### src/rtl/conv_pkg.sv
// Shared constants and FSM state encoding for the conv write-back path.
// Latency: n/a (declarations only).
// Backpressure: n/a.
package conv_pkg;

    localparam int ADDR_W = 28;
    localparam int BIAS_W = 6;

    typedef enum logic [2:0] {
        ST_IDLE,
        ST_REQ,
        ST_WAIT,
        ST_WRITE,
        ST_ERR
    } state_e;

endpackage

### src/rtl/conv_res_fifo.sv
// Synchronous result FIFO with occupancy-derived full/empty and a head-of-queue read port.
// Latency: a push is visible at dout/empty the cycle after it is accepted.
// Backpressure: pushes while full and pops while empty are dropped; flush empties it at the next edge.
//
// Ports: clk/rst_n; flush (sync clear); push/din; pop; dout (head); full; empty.
module conv_res_fifo #(
    parameter int WIDTH = 32,
    parameter int DEPTH = 4
) (
    input  logic             clk,
    input  logic             rst_n,
    input  logic             flush,
    input  logic             push,
    input  logic [WIDTH-1:0] din,
    input  logic             pop,
    output logic [WIDTH-1:0] dout,
    output logic             full,
    output logic             empty
);

    localparam int PTR_W = $clog2(DEPTH);
    localparam int CNT_W = PTR_W + 1;

    logic [PTR_W-1:0] wr_ptr_q, wr_ptr_d;
    logic [PTR_W-1:0] rd_ptr_q, rd_ptr_d;
    logic [CNT_W-1:0] cnt_q, cnt_d;
    logic [WIDTH-1:0] mem_q [DEPTH];

    logic do_push;
    logic do_pop;

    assign full    = (cnt_q == CNT_W'(DEPTH));
    assign empty   = (cnt_q == '0);
    assign do_push = push && !full;
    assign do_pop  = pop && !empty;
    assign dout    = mem_q[rd_ptr_q];

    always_comb begin
        wr_ptr_d = wr_ptr_q;
        rd_ptr_d = rd_ptr_q;
        cnt_d    = cnt_q;
        if (flush) begin
            wr_ptr_d = '0;
            rd_ptr_d = '0;
            cnt_d    = '0;
        end else begin
            // DEPTH is a power of two, so pointers wrap naturally.
            if (do_push) wr_ptr_d = wr_ptr_q + 1'b1;
            if (do_pop)  rd_ptr_d = rd_ptr_q + 1'b1;
            case ({do_push, do_pop})
                2'b10:   cnt_d = cnt_q + 1'b1;
                2'b01:   cnt_d = cnt_q - 1'b1;
                default: cnt_d = cnt_q;
            endcase
        end
    end

    always_ff @(posedge clk or negedge rst_n) begin
        if (!rst_n) begin
            wr_ptr_q <= '0;
            rd_ptr_q <= '0;
            cnt_q    <= '0;
        end else begin
            wr_ptr_q <= wr_ptr_d;
            rd_ptr_q <= rd_ptr_d;
            cnt_q    <= cnt_d;
        end
    end

    // Storage needs no reset: contents are only observed behind a non-empty count.
    always_ff @(posedge clk) begin
        if (do_push && !flush) mem_q[wr_ptr_q] <= din;
    end

endmodule

### src/rtl/conv_wr_ctrl.sv
// Conv result write-back: buffers result words, fetches one address per word, writes it to memory.
// Latency: 4 cycles from the push cycle to mem_wr_en when the address arrives right after the request.
// Backpressure: res_rdy drops when the FIFO is full; a write holds in WRITE until mem_wr_rdy.
//
// Ports: clk/rst_n; conv_start (low = flush); res_vld/res_data/res_rdy (result in);
//        CwbCc_addrRq / CcCwb_primAddr* (address handshake); mem_wr_* (memory write);
//        wr_cnt (accepted writes), wr_err (sticky address timeout).
module conv_wr_ctrl
    import conv_pkg::*;
#(
    parameter int word_len   = 32,
    parameter int fifo_depth = 4,
    parameter int tmo_cycles = 255
) (
    input  logic                clk,
    input  logic                rst_n,
    input  logic                conv_start,
    input  logic                res_vld,
    input  logic [word_len-1:0] res_data,
    output logic                res_rdy,
    output logic                CwbCc_addrRq,
    input  logic [ADDR_W-1:0]   CcCwb_primAddr,
    input  logic                CcCwb_primAddrEn,
    input  logic [BIAS_W-1:0]   CcCwb_primAddrBias,
    output logic                mem_wr_en,
    output logic [ADDR_W-1:0]   mem_wr_addr,
    output logic [word_len-1:0] mem_wr_data,
    input  logic                mem_wr_rdy,
    output logic [15:0]         wr_cnt,
    output logic                wr_err
);

    state_e              state_q, state_d;
    logic [ADDR_W-1:0]   addr_q, addr_d;
    logic [BIAS_W-1:0]   bias_q, bias_d;
    logic [7:0]          tmo_q, tmo_d;
    logic [15:0]         cnt_q, cnt_d;
    logic                err_q, err_d;

    logic                fifo_full;
    logic                fifo_empty;
    logic [word_len-1:0] fifo_head;
    logic                push;
    logic                wr_fire;

    assign res_rdy = !fifo_full;
    assign push    = res_vld && res_rdy && conv_start;
    assign wr_fire = (state_q == ST_WRITE) && mem_wr_rdy;

    conv_res_fifo #(
        .WIDTH (word_len),
        .DEPTH (fifo_depth)
    ) u_fifo (
        .clk   (clk),
        .rst_n (rst_n),
        .flush (!conv_start),
        .push  (push),
        .din   (res_data),
        .pop   (wr_fire),
        .dout  (fifo_head),
        .full  (fifo_full),
        .empty (fifo_empty)
    );

    always_comb begin
        state_d = state_q;
        addr_d  = addr_q;
        bias_d  = bias_q;
        tmo_d   = tmo_q;
        cnt_d   = cnt_q;
        err_d   = err_q;

        // A write accepted on the flush cycle still happened, so it is counted.
        if (wr_fire) cnt_d = cnt_q + 16'd1;

        if (!conv_start) begin
            state_d = ST_IDLE;
            err_d   = 1'b0;
        end else begin
            case (state_q)
                ST_IDLE:  if (!fifo_empty) state_d = ST_REQ;
                // primAddrEn is a level that may be left high; it is only sampled in WAIT.
                ST_REQ: begin
                    state_d = ST_WAIT;
                    tmo_d   = 8'd0;
                end
                ST_WAIT: begin
                    if (CcCwb_primAddrEn) begin
                        addr_d  = CcCwb_primAddr;
                        bias_d  = CcCwb_primAddrBias;
                        state_d = ST_WRITE;
                    end else if (tmo_q == 8'(tmo_cycles - 1)) begin
                        state_d = ST_ERR;
                        err_d   = 1'b1;
                    end else begin
                        tmo_d = tmo_q + 8'd1;
                    end
                end
                ST_WRITE: if (mem_wr_rdy) state_d = ST_IDLE;
                ST_ERR:   state_d = ST_ERR;
                default:  state_d = ST_IDLE;
            endcase
        end
    end

    always_ff @(posedge clk or negedge rst_n) begin
        if (!rst_n) begin
            state_q <= ST_IDLE;
            addr_q  <= '0;
            bias_q  <= '0;
            tmo_q   <= '0;
            cnt_q   <= '0;
            err_q   <= 1'b0;
        end else begin
            state_q <= state_d;
            addr_q  <= addr_d;
            bias_q  <= bias_d;
            tmo_q   <= tmo_d;
            cnt_q   <= cnt_d;
            err_q   <= err_d;
        end
    end

    // Write outputs are gated to WRITE so they read zero in reset and while idle;
    // inside WRITE they are stable because the latched address and FIFO head only move on a pop.
    assign CwbCc_addrRq = (state_q == ST_REQ);
    assign mem_wr_en    = (state_q == ST_WRITE);
    assign mem_wr_addr  = mem_wr_en ? (addr_q + ADDR_W'(bias_q)) : '0;
    assign mem_wr_data  = mem_wr_en ? fifo_head : '0;
    assign wr_cnt       = cnt_q;
    assign wr_err       = err_q;

endmodule

### config.mk
export PLATFORM = sky130hd
export DESIGN_NAME = conv_wr_ctrl
export DESIGN_NICKNAME = d
export VERILOG_FILES = /design/src/rtl/conv_pkg.sv /design/src/rtl/conv_res_fifo.sv /design/src/rtl/conv_wr_ctrl.sv
export SDC_FILE = /design/constraint.sdc
export NUM_CORES = 1
export LEC_CHECK = 0
export BUFFER_PORTS_ARGS = -buffer_cell sky130_fd_sc_hd__buf_4
export CAP_MARGIN = 20
export CORE_UTILIZATION = 31
export CTS_CLUSTER_DIAMETER = 40
export DETAILED_ROUTE_END_ITERATION = 8
export PLACE_DENSITY = 0.47
export SLEW_MARGIN = 20
export SYNTH_ARGS = -nofsm -noshare
export SYNTH_HDL_FRONTEND = slang
export SYNTH_SLANG_ARGS = --single-unit
### constraint.sdc
create_clock -name clk -period 3.6 [get_ports clk]
set_input_delay 0.72 -clock clk [delete_from_list [all_inputs] [get_ports clk]]
set_output_delay 0.72 -clock clk [all_outputs]
set_load 0.03 [all_outputs]
==> flow_summary.json, run 1 <==
{
  "track_usage_pct": 14.67,
  "drive_gt1_share_pct": 31.08,
  "drt_first_iter_violations": 306,
  "end_kind": "output pin",
  "combPwrFrac_pct": 20.4,
  "clock_latency_ns": 0.43,
  "slew_violations": 0,
  "antenna_found_initial": 1,
  "synthSimpleGateAreaFrac_pct": 15.35,
  "yosysSeqAreaShare_pct": 63.33,
  "internal_power_mw": 4.219,
  "synth_top_flop_cell": "edfxtp_1",
  "placed_area_um2": 10420,
  "async_reset_ff_share_pct": 35.03,
  "synth_nets": 749,
  "setup_viol": 0,
  "syn_inst": 662,
  "whs_ns": 0.3976,
  "drt-wirelength-per-cell_um": 17.03,
  "die_area_um2": 29050,
  "max-slew-margin-rel_pct": 38.98,
  "ys_ff_latch": 197,
  "clkSlewWorstSetupHoldPaths_ns": 0.09,
  "nets": 904,
  "cts_hold_buf": 0,
  "synthMuxAreaShare_pct": 8.435,
  "fmax_mhz": 286.1,
  "tightest_slew_ns": 0.9153,
  "ir_drop_uv": 308.1,
  "port_buffers": 151,
  "pwr_density_cell_nw_per_um2": 553.8,
  "io_pins": 152,
  "p_clk_share_pct": 31.9,
  "core_area_um2": 27860,
  "yosysWarnings": 0,
  "netlist_area_um2": 8796,
  "outcome": "completed",
  "period_minus_slack_ns": 3.495,
  "synth_compound_area_share_pct": 4.481,
  "skew_ns": 0.01637,
  "hp-class": "in2async",
  "postSynthAreaPerCell_um2": 13.29,
  "antenna_cells": 0,
  "fin_crit_sh_pct": 97.10,
  "grt.overflow.total": 0,
  "synth_xor_area_share_pct": 4.068,
  "rows": 61,
  "syn_to_final_growth_pct": 26.29,
  "dr.pass1.iters": 5,
  "ant_nets": 0,
  "worst-endpoint-arrival_ns": 2.78,
  "grt_pass1_wl_mm": 32.42,
  "hold_viol_final": 0,
  "vias": 5680,
  "root_buffer": "clkbuf_16",
  "wl_mm": 20.57,
  "grt_max_degree": 70,
  "p_sw_share_pct": 31.42,
  "h-tree-depth": 4,
  "dpl.hpwl_mm": 13.97,
  "tritoncts": "done",
  "crit_type": "reg2out",
  "gp_congestion": 0.8397,
  "fill_cells": 2630,
  "leakagePower_nw": 4.398,
  "route.detailed.drc": 0,
  "p_switching_mw": 1.933,
  "cp_max_fo": 8,
  "yosysUniqueCellTypes": 56,
  "synth_edf_count": 128,
  "viasPerCell": 4.702,
  "grt_pass1_vias": 6067,
  "max-cap-violations": 0,
  "final_area_um2": 11110,
  "synth_top_family_by_area": "simple AND/OR/NAND/NOR gates",
  "p_seq_share_pct": 47.7,
  "die_w_um": 170.4,
  "rsz0062_at_grt": "true",
  "cts_buffers": 17,
  "clockBufferDepth": 2,
  "required_ns": 2.88,
  "start_util_pct": 31.57,
  "synthAdderAreaFrac_pct": 2.304,
  "crit_path_start_kind": "flop",
  "die_h_um": 170.4,
  "cts_sinks": 197
}
## power groups by stage
| stage | Combinational (mW) | Clock, mW | Sequential (mW) |
|---|---|---|---|
| 4_1_cts | 1.26 | 2.04 | 2.94 |
| 3_5_place_dp | 1.23 | 0 | 2.98 |
| 3_3_place_gp | 1.20 | 0 | 2.96 |
| 6_report | 1.25 | 1.96 | 2.94 |
| 5_1_grt | 1.41 | 2.13 | 2.98 |
| 2_1_floorplan | 0.854 | 0 | 2.91 |
## cell usage in the layout (no fill, tap or decap), drive strengths merged, types with 3 or more instances in the layout
cell type  synthesis  final
dfrtp             69     69
nor3b              3      3
or3                8      8
mux4              32     32
nor4               3      3
o21a               4      4
o21ai             17     17
and2              41     41
nand4              7      7
inv               13     20
and3              14     14
nor2              31     31
xnor2             29     29
xor2              11     11
clkinv             0      5
edfxtp           128    128
nand3             14     14
a21oi             15     15
nor2b              5      5
a211oi             4      4
clkbuf            26     17
o211ai             3      3
ha                13     13
nor3               7      7
buf                6    168
and4               3      3
nand2            123    123
## per-stage QoR
stage | cells | power, mW | setup TNS, ns | utilization, % | setup slack [ns]
2_1_floorplan | 662 | 3.763 | 0 | - | 0.4139
3_3_place_gp | 1174 | 4.165 | 0 | 37.40 | 0.4604
3_5_place_dp | 1174 | 4.208 | 0 | 37.40 | 0.3924
4_1_cts | 1207 | 6.236 | 0 | 39.73 | 0.01162
5_1_grt | 1208 | 6.519 | -0.01400 | 39.87 | -0.01400
6_report | 1208 | 6.151 | 0 | 39.87 | 0.1046
## worst max-delay path, cell delays in order (launching register included)
cell and delay, ns:
dfrtp_1 0.39, ha_4 0.15, inv_1 0.05, fa_2 0.34, nor2b_2 0.14, o31ai_1 0.07, buf_4 0.17, a211o_4 0.36
or3_1 0.35, a21oi_1 0.15, buf_4 0.18
## final timing paths
| check | from | end | slack [ns] | depth (start not counted) |
|---|---|---|---|---|
| worst min register to register | wr_cnt[15] | wr_cnt[15] | 0.47 | 1 |
| worst max-delay path | addr_q[0] | mem_wr_addr[22] | 0.10 | 10 |
| worst max register to register | state_q[0] | u_fifo.cnt_q[2] | 0.92 | 9 |
| max in group asynchronous | rst_n | u_fifo.rd_ptr_q[0] | 2.53 | 1 |
| min in group clk | wr_cnt[15] | wr_cnt[15] | 0.47 | 1 |
| worst min-delay path | rst_n | wr_cnt[5] | 0.40 | 1 |
## cells by family (layout without fill, tap and decap cells)
group                    Yosys count  after routing
XOR/XNOR                          40             40
AND/OR/NAND/NOR                  272            272
multiplexers                      34             34
adder cells (fa/ha/maj)           15             15
buffers and inverters             45            213
flip-flops                       197            197
AO/OA/AOI/OAI                     59             59
## cells in the mapped netlist (2+ instances only)
cell	instances	area share, %
and4_1	3	0.30
nand3_1	13	0.74
a21boi_0	2	0.17
and2_1	41	2.9
nor4b_1	2	0.20
a21oi_1	15	0.85
fa_1	2	0.46
nor4_1	3	0.21
a211o_1	2	0.20
nor3_1	7	0.40
clkbuf_1	25	1.1
buf_2	4	0.23
xor2_1	11	1.1
inv_1	13	0.55
mux4_2	32	8.2
or2_2	2	0.14
nor2b_1	5	0.36
or4_1	2	0.17
nor3b_1	3	0.26
nand4_1	7	0.50
ha_1	13	1.8
nand4b_1	2	0.20
o21ai_0	17	0.97
o21a_1	4	0.34
dfrtp_1	69	20
and3_4	2	0.26
or3_1	8	0.57
nand2_1	123	5.2
o211ai_1	3	0.26
o31ai_1	2	0.17
edfxtp_1	128	44
nor2_1	31	1.3
and3_1	12	0.85
or3b_2	2	0.20
xnor2_1	28	2.8
a211oi_1	4	0.34
## flip-flops by register name (all words and copies together) (netlist names)
register / cells
bias_q: 6
wr_err: 1
u_fifo.wr_ptr_q: 2
wr_cnt: 16
state_q: 3
addr_q: 28
u_fifo.mem_q: 128
u_fifo.rd_ptr_q: 2
u_fifo.cnt_q: 3
tmo_q: 8
## area by class of cell
type / count / area, µm² / share of cell area, %
tap: 378 / 473.0 / 4.258
timing repair buffer: 168 / 1297 / 11.68
clock inverter: 15 / 192.7 / 1.735
sequential: 197 / 5573 / 50.17
clock buffer: 17 / 425.4 / 3.830
inverter: 13 / 48.80 / 0.4393
multi-input combinational: 420 / 3098 / 27.89
## layer usage
metal  GRT usage [%]  routed length (µm)  vias up
li1                -                   -     2694
met1           17.81                8876     2820
met2           25.02                9945      148
met3           4.744                1532       18
met4           3.799                 220        0
met5               0                   0        -
## what timing repair did
item                                    CTS  global route
pin swaps                                 1             2
setup buffers                             1             1
gates resized for setup                   4             9
endpoints found under the setup margin    5             7
Note: power is estimated with default switching activity, not from simulation.
==> run 2, diff against run 1 <==
Settings changed: SYNTH_HIERARCHICAL set to 1.
==> run 2 against run 1 <==
Register-to-register slack got worse by 0.09 ns. Clock skew increased by 0.0012 ns. First-iteration DRC count decreased by 4.2%. Largest cell class unchanged. Final cell count decreased by 3.8%. Global-route usage decreased by 0.40 points. Synthesized cell count decreased by 7.1%. Maximum frequency increased by 1.4%. Largest power group unchanged. Die area increased by 1.1%. Wire length decreased by 1.6%.
==> flow_summary.json, run 2 <==
{
  "outcome": "completed",
  "antenna_cells": 0,
  "timing.final.ws_setup_ns": 0.1528,
  "place_ws_ns": 0.5407,
  "post-route-util_pct": 39.68,
  "fin_crit_sh_pct": 95.76,
  "drt-wirelength-per-cell_um": 17.41,
  "syn_inst": 615,
  "tritoncts": "done",
  "final_common_cell": "buf_4",
  "tns_ns": 0,
  "netlist.area_leader.share_pct": 43.24,
  "die_w_um": 171.3,
  "async_reset_ff_share_pct": 35.03,
  "crit_path_start_kind": "flop",
  "ir_drop_uv": 222.6,
  "dpl.hpwl_mm": 13.27,
  "yosysMostFrequentCell": "edfxtp_1",
  "synth_nets": 702,
  "skew_ns": 0.01759,
  "largest_register": "u_fifo/mem_q",
  "dr.pass1.iters": 4,
  "setup_viol": 0,
  "track_usage_pct": 14.27,
  "route.detailed.drc": 0,
  "io_pins": 152,
  "end_kind": "output pin",
  "final_cell_mix": "164 x buf_4, 128 x edfxtp_1, 67 x dfrtp_1, 38 x nor2_1, 37 x and2_1",
  "nets": 859,
  "synth_edf_count": 128,
  "cp_max_fo": 6,
  "required_ns": 2.88,
  "fin_cells": 1162,
  "path_delay_family": "simple AND/OR/NAND/NOR gates",
  "cp_num_buf_inv": 1,
  "max-slew-margin-rel_pct": 34.81,
  "gp_congestion": 0.8176,
  "start_util_pct": 31.74,
  "clockBufferDepth": 2,
  "cts_hold_buf": 0,
  "crit_top_cell": "nand3_1",
  "slew_violations": 0,
  "root_buffer": "clkbuf_16",
  "yosysUniqueCellTypes": 53,
  "yosysTopAreaCell": "edfxtp_1",
  "period_minus_slack_ns": 3.447,
  "drive_gt1_share_pct": 35.46,
  "slowest_delay_ns": 0.41,
  "yosysWarnings": 6,
  "grt_pass1_wl_mm": 31.24,
  "fmax_mhz": 290.1,
  "hold_viol_final": 0,
  "synth_top_flop_cell": "edfxtp_1",
  "power_mw": 6.182,
  "tightest_slew_ns": 0.9755,
  "postSynthAreaPerCell_um2": 14.45,
  "syn_to_final_growth_pct": 25.02,
  "crit_slowest_cell": "ha_1",
  "netlist_area_um2": 8890,
  "viasPerCell": 4.800,
  "rows": 61,
  "leakagePower_nw": 4.276,
  "pwr_density_cell_nw_per_um2": 556.2,
  "antenna_found_initial": 0,
  "cts_buffers": 17,
  "grt.overflow.total": 0,
  "cts_sinks": 197,
  "crit_chain": "ha_1 -> nand3_1 -> o211ai_4 -> nand3_1 -> or3_1 -> a21oi_1 -> buf_4",
  "crit_type": "reg2out",
  "yosys-top-cells-area": "edfxtp_1 43%, dfrtp_1 19%, mux4_2 8.1%",
  "synthTopCellsByCount": "128 x edfxtp_1, 69 x dfrtp_1, 41 x and2_1",
  "largest_reg_flops": 128,
  "hp-class": "in2async",
  "core_area_um2": 28010,
  "max-cap-violations": 0,
  "clock_latency_ns": 0.43,
  "ant_nets": 0,
  "h-tree-depth": 4,
  "clkSlewWorstSetupHoldPaths_ns": 0.08,
  "wl_mm": 20.24,
  "grt_pass1_vias": 5676,
  "grt_max_degree": 70,
  "drt_first_iter_violations": 293,
  "dp.cells": 1128,
  "die_area_um2": 29360,
  "vias": 5578,
  "port_buffers": 151,
  "yosysSeqAreaShare_pct": 62.66,
  "die_h_um": 171.3,
  "worst-endpoint-arrival_ns": 2.73,
  "rsz0062_at_grt": "false",
  "ys_ff_latch": 197
}
-- run 2: cell types whose count changed after synthesis, sizes merged, moves of 9 or more --
cell    previous run  this run
clkbuf            26        14
xnor2             29        18
buf                6        16
mux2               1        34
nand2            123        25
nand3             14        23
-- run 2: final cells by class --
class / instances / area (µm²)
multi-input cells: 377 / 3133
well taps: 378 / 473.0
inverters: 11 / 41.29
fillers: 2667 / 16900
flip-flops and latches: 197 / 5573
clock buffers: 17 / 425.4
clock inverters: 14 / 157.7
repair buffers: 168 / 1311
-- run 2: path summary, 6_finish.rpt --
check / startpoint / cells past startpoint / slack [ns] / endpoint
max in group asynchronous: rst_n / 1 / 2.52 / u_fifo/rd_ptr_q[0]
min in group clk: wr_cnt[15] / 1 / 0.48 / wr_cnt[15]
setup / recovery: bias_q[4] / 7 / 0.15 / mem_wr_addr[24]
setup reg to reg: u_fifo/cnt_q[1] / 7 / 0.83 / u_fifo/mem_q[3][0]
hold reg to reg: wr_cnt[15] / 1 / 0.48 / wr_cnt[15]
hold / removal: rst_n / 1 / 0.41 / addr_q[2]
-- run 2: metrics by stage --
step,cell area [µm²],hold slack [ns]
finish,11110,0.4070
global route,11110,0.4604
CTS,11080,0.4467
detailed placement,10500,0.4662
global placement,10500,0.4658
floorplan,8890,0.4244
-- run 2: where the power goes --
part | total [mW] | switching [mW] | internal, mW
sequential | 2.91 | 0.258 | 2.65
clock | 1.86 | 0.929 | 0.927
combinational | 1.42 | 0.747 | 0.671
total | 6.18 | 1.93 | 4.25
-- run 2: timing repair --
action | CTS | global route
resized for setup | 0 | 1
setup buffers | 0 | 3
setup endpoints to repair | 0 | 2
endpoints found under the hold margin | 0 | 0
-- run 2: routing by layer --
layer	part of all wire (%)	global-route usage (%)
met1	44	18.04
met2	48	24.02
met3	6.5	3.636
met4	1.1	4.231
met5	0	0
-- run 2: kinds of logic after synthesis --
group                      count (synthesis)  share of synthesized area [%]
and+or+nand+nor                          190                          11.60
buffers and inverters                     41                          2.336
adders and majority gates                 15                          2.280
AOI/OAI and AO/OA                         68                          4.954
DFF                                      197                          62.66
muxes                                     67                          12.53
xor gates and xnor gates                  37                          3.645
==> run 3, diff against run 2 <==
Settings changed: RECOVER_POWER set to 100.
==> run 3 against run 2 <==
Sequential share of layout area increased by 1.4 points. Final cell count unchanged. Largest power group unchanged. Total power decreased by 0.98%. Wire length barely moved. Clock power hardly changed. The run now ends with max-capacitance violations, max-slew violations left. First-iteration DRC count down 7.2%. Clock-buffer cell count unchanged. Flip-flop and latch count is the same. Maximum frequency barely moved.
==> flow_summary.json, run 3 (synthesized netlist as in run 2, its figures left out) <==
{
  "max-slew-margin-rel_pct": -18.39,
  "core_area_um2": 28010,
  "skew_ns": 0.01801,
  "start_util_pct": 31.74,
  "hp-class": "reg2reg",
  "dpl.hpwl_mm": 13.27,
  "wl_met3_mm": 1.233,
  "clkSlewWorstSetupHoldPaths_ns": 0.08,
  "worst-r2r-cell-count": 7,
  "nets": 859,
  "p_switching_mw": 1.922,
  "tightest_slew_ns": 1.776,
  "wl_mm": 20.23,
  "max-cap-violations": 2,
  "drt-wirelength-per-cell_um": 17.41,
  "route.detailed.drc": 0,
  "tritoncts": "done",
  "slew_violations": 105,
  "io_pins": 152,
  "die_w_um": 171.3,
  "final_cell_mix": "128 x edfxtp_1, 100 x buf_4, 67 x dfrtp_1, 61 x clkbuf_1, 38 x nor2_1",
  "leakagePower_nw": 3.991,
  "hold_depth": 1,
  "gp_congestion": 0.8176,
  "cts_hold_buf": 0,
  "worst-endpoint-arrival_ns": 2.72,
  "largest_register": "u_fifo/mem_q",
  "ff2ff_setup_slack_ns": 0.48,
  "antenna_found_initial": 0,
  "cts_buffers": 17,
  "grt_max_degree": 70,
  "violations": "max-capacitance violations, max-slew violations",
  "track_usage_pct": 14.27,
  "die_h_um": 171.3,
  "crit_type": "reg2out",
  "fin_crit_sh_pct": 95.66,
  "met1Wirelength_mm": 9.088,
  "die_area_um2": 29360,
  "final_common_cell": "edfxtp_1",
  "antenna_cells": 0,
  "top_layer": "met4",
  "crit_path_start_kind": "flop",
  "pwr_density_cell_nw_per_um2": 566.1,
  "h-tree-depth": 4,
  "drive_gt1_share_pct": 27.55,
  "grt.overflow.total": 0,
  "grt_pass1_wl_mm": 31.24,
  "ir_drop_uv": 221.7,
  "period_minus_slack_ns": 3.444,
  "syn_to_final_growth_pct": 21.63,
  "internal_power_mw": 4.199,
  "p_seq_share_pct": 47.5,
  "final_area_um2": 10810,
  "end_kind": "output pin",
  "grt_pass1_vias": 5676,
  "placed_area_um2": 10500,
  "dr.pass1.iters": 4,
  "cp_max_fo": 6,
  "tns_ns": 0,
  "hold_viol_final": 0,
  "port_buffers": 151,
  "rows": 61,
  "drt_first_iter_violations": 272,
  "clockBufferDepth": 2,
  "fill_cells": 2712,
  "root_buffer": "clkbuf_16",
  "p_clk_share_pct": 30.3,
  "rsz0062_at_grt": "false",
  "post-route-util_pct": 38.60,
  "p_sw_share_pct": 31.40,
  "viasPerCell": 4.783,
  "cts_sinks": 197,
  "fmax_mhz": 290.4,
  "ant_nets": 0,
  "clock_latency_ns": 0.43,
  "largest_reg_flops": 128,
  "setup_viol": 0,
  "required_ns": 2.88,
  "wl_met2_mm": 9.673,
  "combPwrFrac_pct": 22.2,
  "outcome": "complete, but fails checks",
  "vias": 5558
}
-- run 3: repair_timing --
item	4_1_cts	5_1_grt
gates resized for setup	0	1
endpoints found under the setup margin	0	2
setup buffers	0	3
-- run 3: worst paths after layout --
path / start / end
max in group asynchronous: rst_n / u_fifo/rd_ptr_q[0]
hold reg to reg: wr_cnt[15] / wr_cnt[15]
setup reg to reg: u_fifo/cnt_q[1] / u_fifo/mem_q[3][0]
hold / removal: wr_cnt[15] / wr_cnt[15]
min in group asynchronous: rst_n / addr_q[2]
setup / recovery: bias_q[4] / mem_wr_addr[24]
-- run 3: metrics by stage --
step           total power [mW]  setup slack [ns]  hold WS (ns)  instances
3_5_place_dp              4.323            0.5407        0.4662       1128
6_report                  6.122            0.1562        0.4739       1162
5_1_grt                   6.461          0.006370        0.5033       1162
3_3_place_gp              4.290            0.6118        0.4658       1128
4_1_cts                   6.199           0.04140        0.4467       1159
2_1_floorplan             3.862            0.5494        0.4244        615
-- run 3: area by class of cell --
type,instances,area (µm²),area share [%]
tap,378,473.0,4.374
sequential,197,5573,51.54
timing repair buffer,168,1030,9.523
clock buffer,17,425.4,3.934
clock inverter,14,157.7,1.458
inverter,11,41.29,0.3819
multi-input combinational,377,3113,28.79
-- run 3: layer usage --
metal | up-vias | global-route usage [%]
met5 | - | 0
met4 | 0 | 4.231
met3 | 19 | 3.636
met2 | 173 | 24.02
met1 | 2750 | 18.04
li1 | 2616 | -
-- run 3: power groups by stage --
stage | logic [mW] | clock network [mW] | registers (mW)
5_1_grt | 1.50 | 2.00 | 2.96
2_1_floorplan | 0.986 | 0 | 2.88
4_1_cts | 1.37 | 1.92 | 2.91
3_5_place_dp | 1.37 | 0 | 2.96
3_3_place_gp | 1.35 | 0 | 2.94
6_report | 1.36 | 1.86 | 2.91
-- run 3: critical path: stages, from the launching register on --
cell and delay, ns:
dfrtp_1 0.39, ha_1 0.41, nand3_1 0.19, o211ai_4 0.32, nand3_1 0.23, or3_1 0.39, a21oi_1 0.17, buf_4 0.18
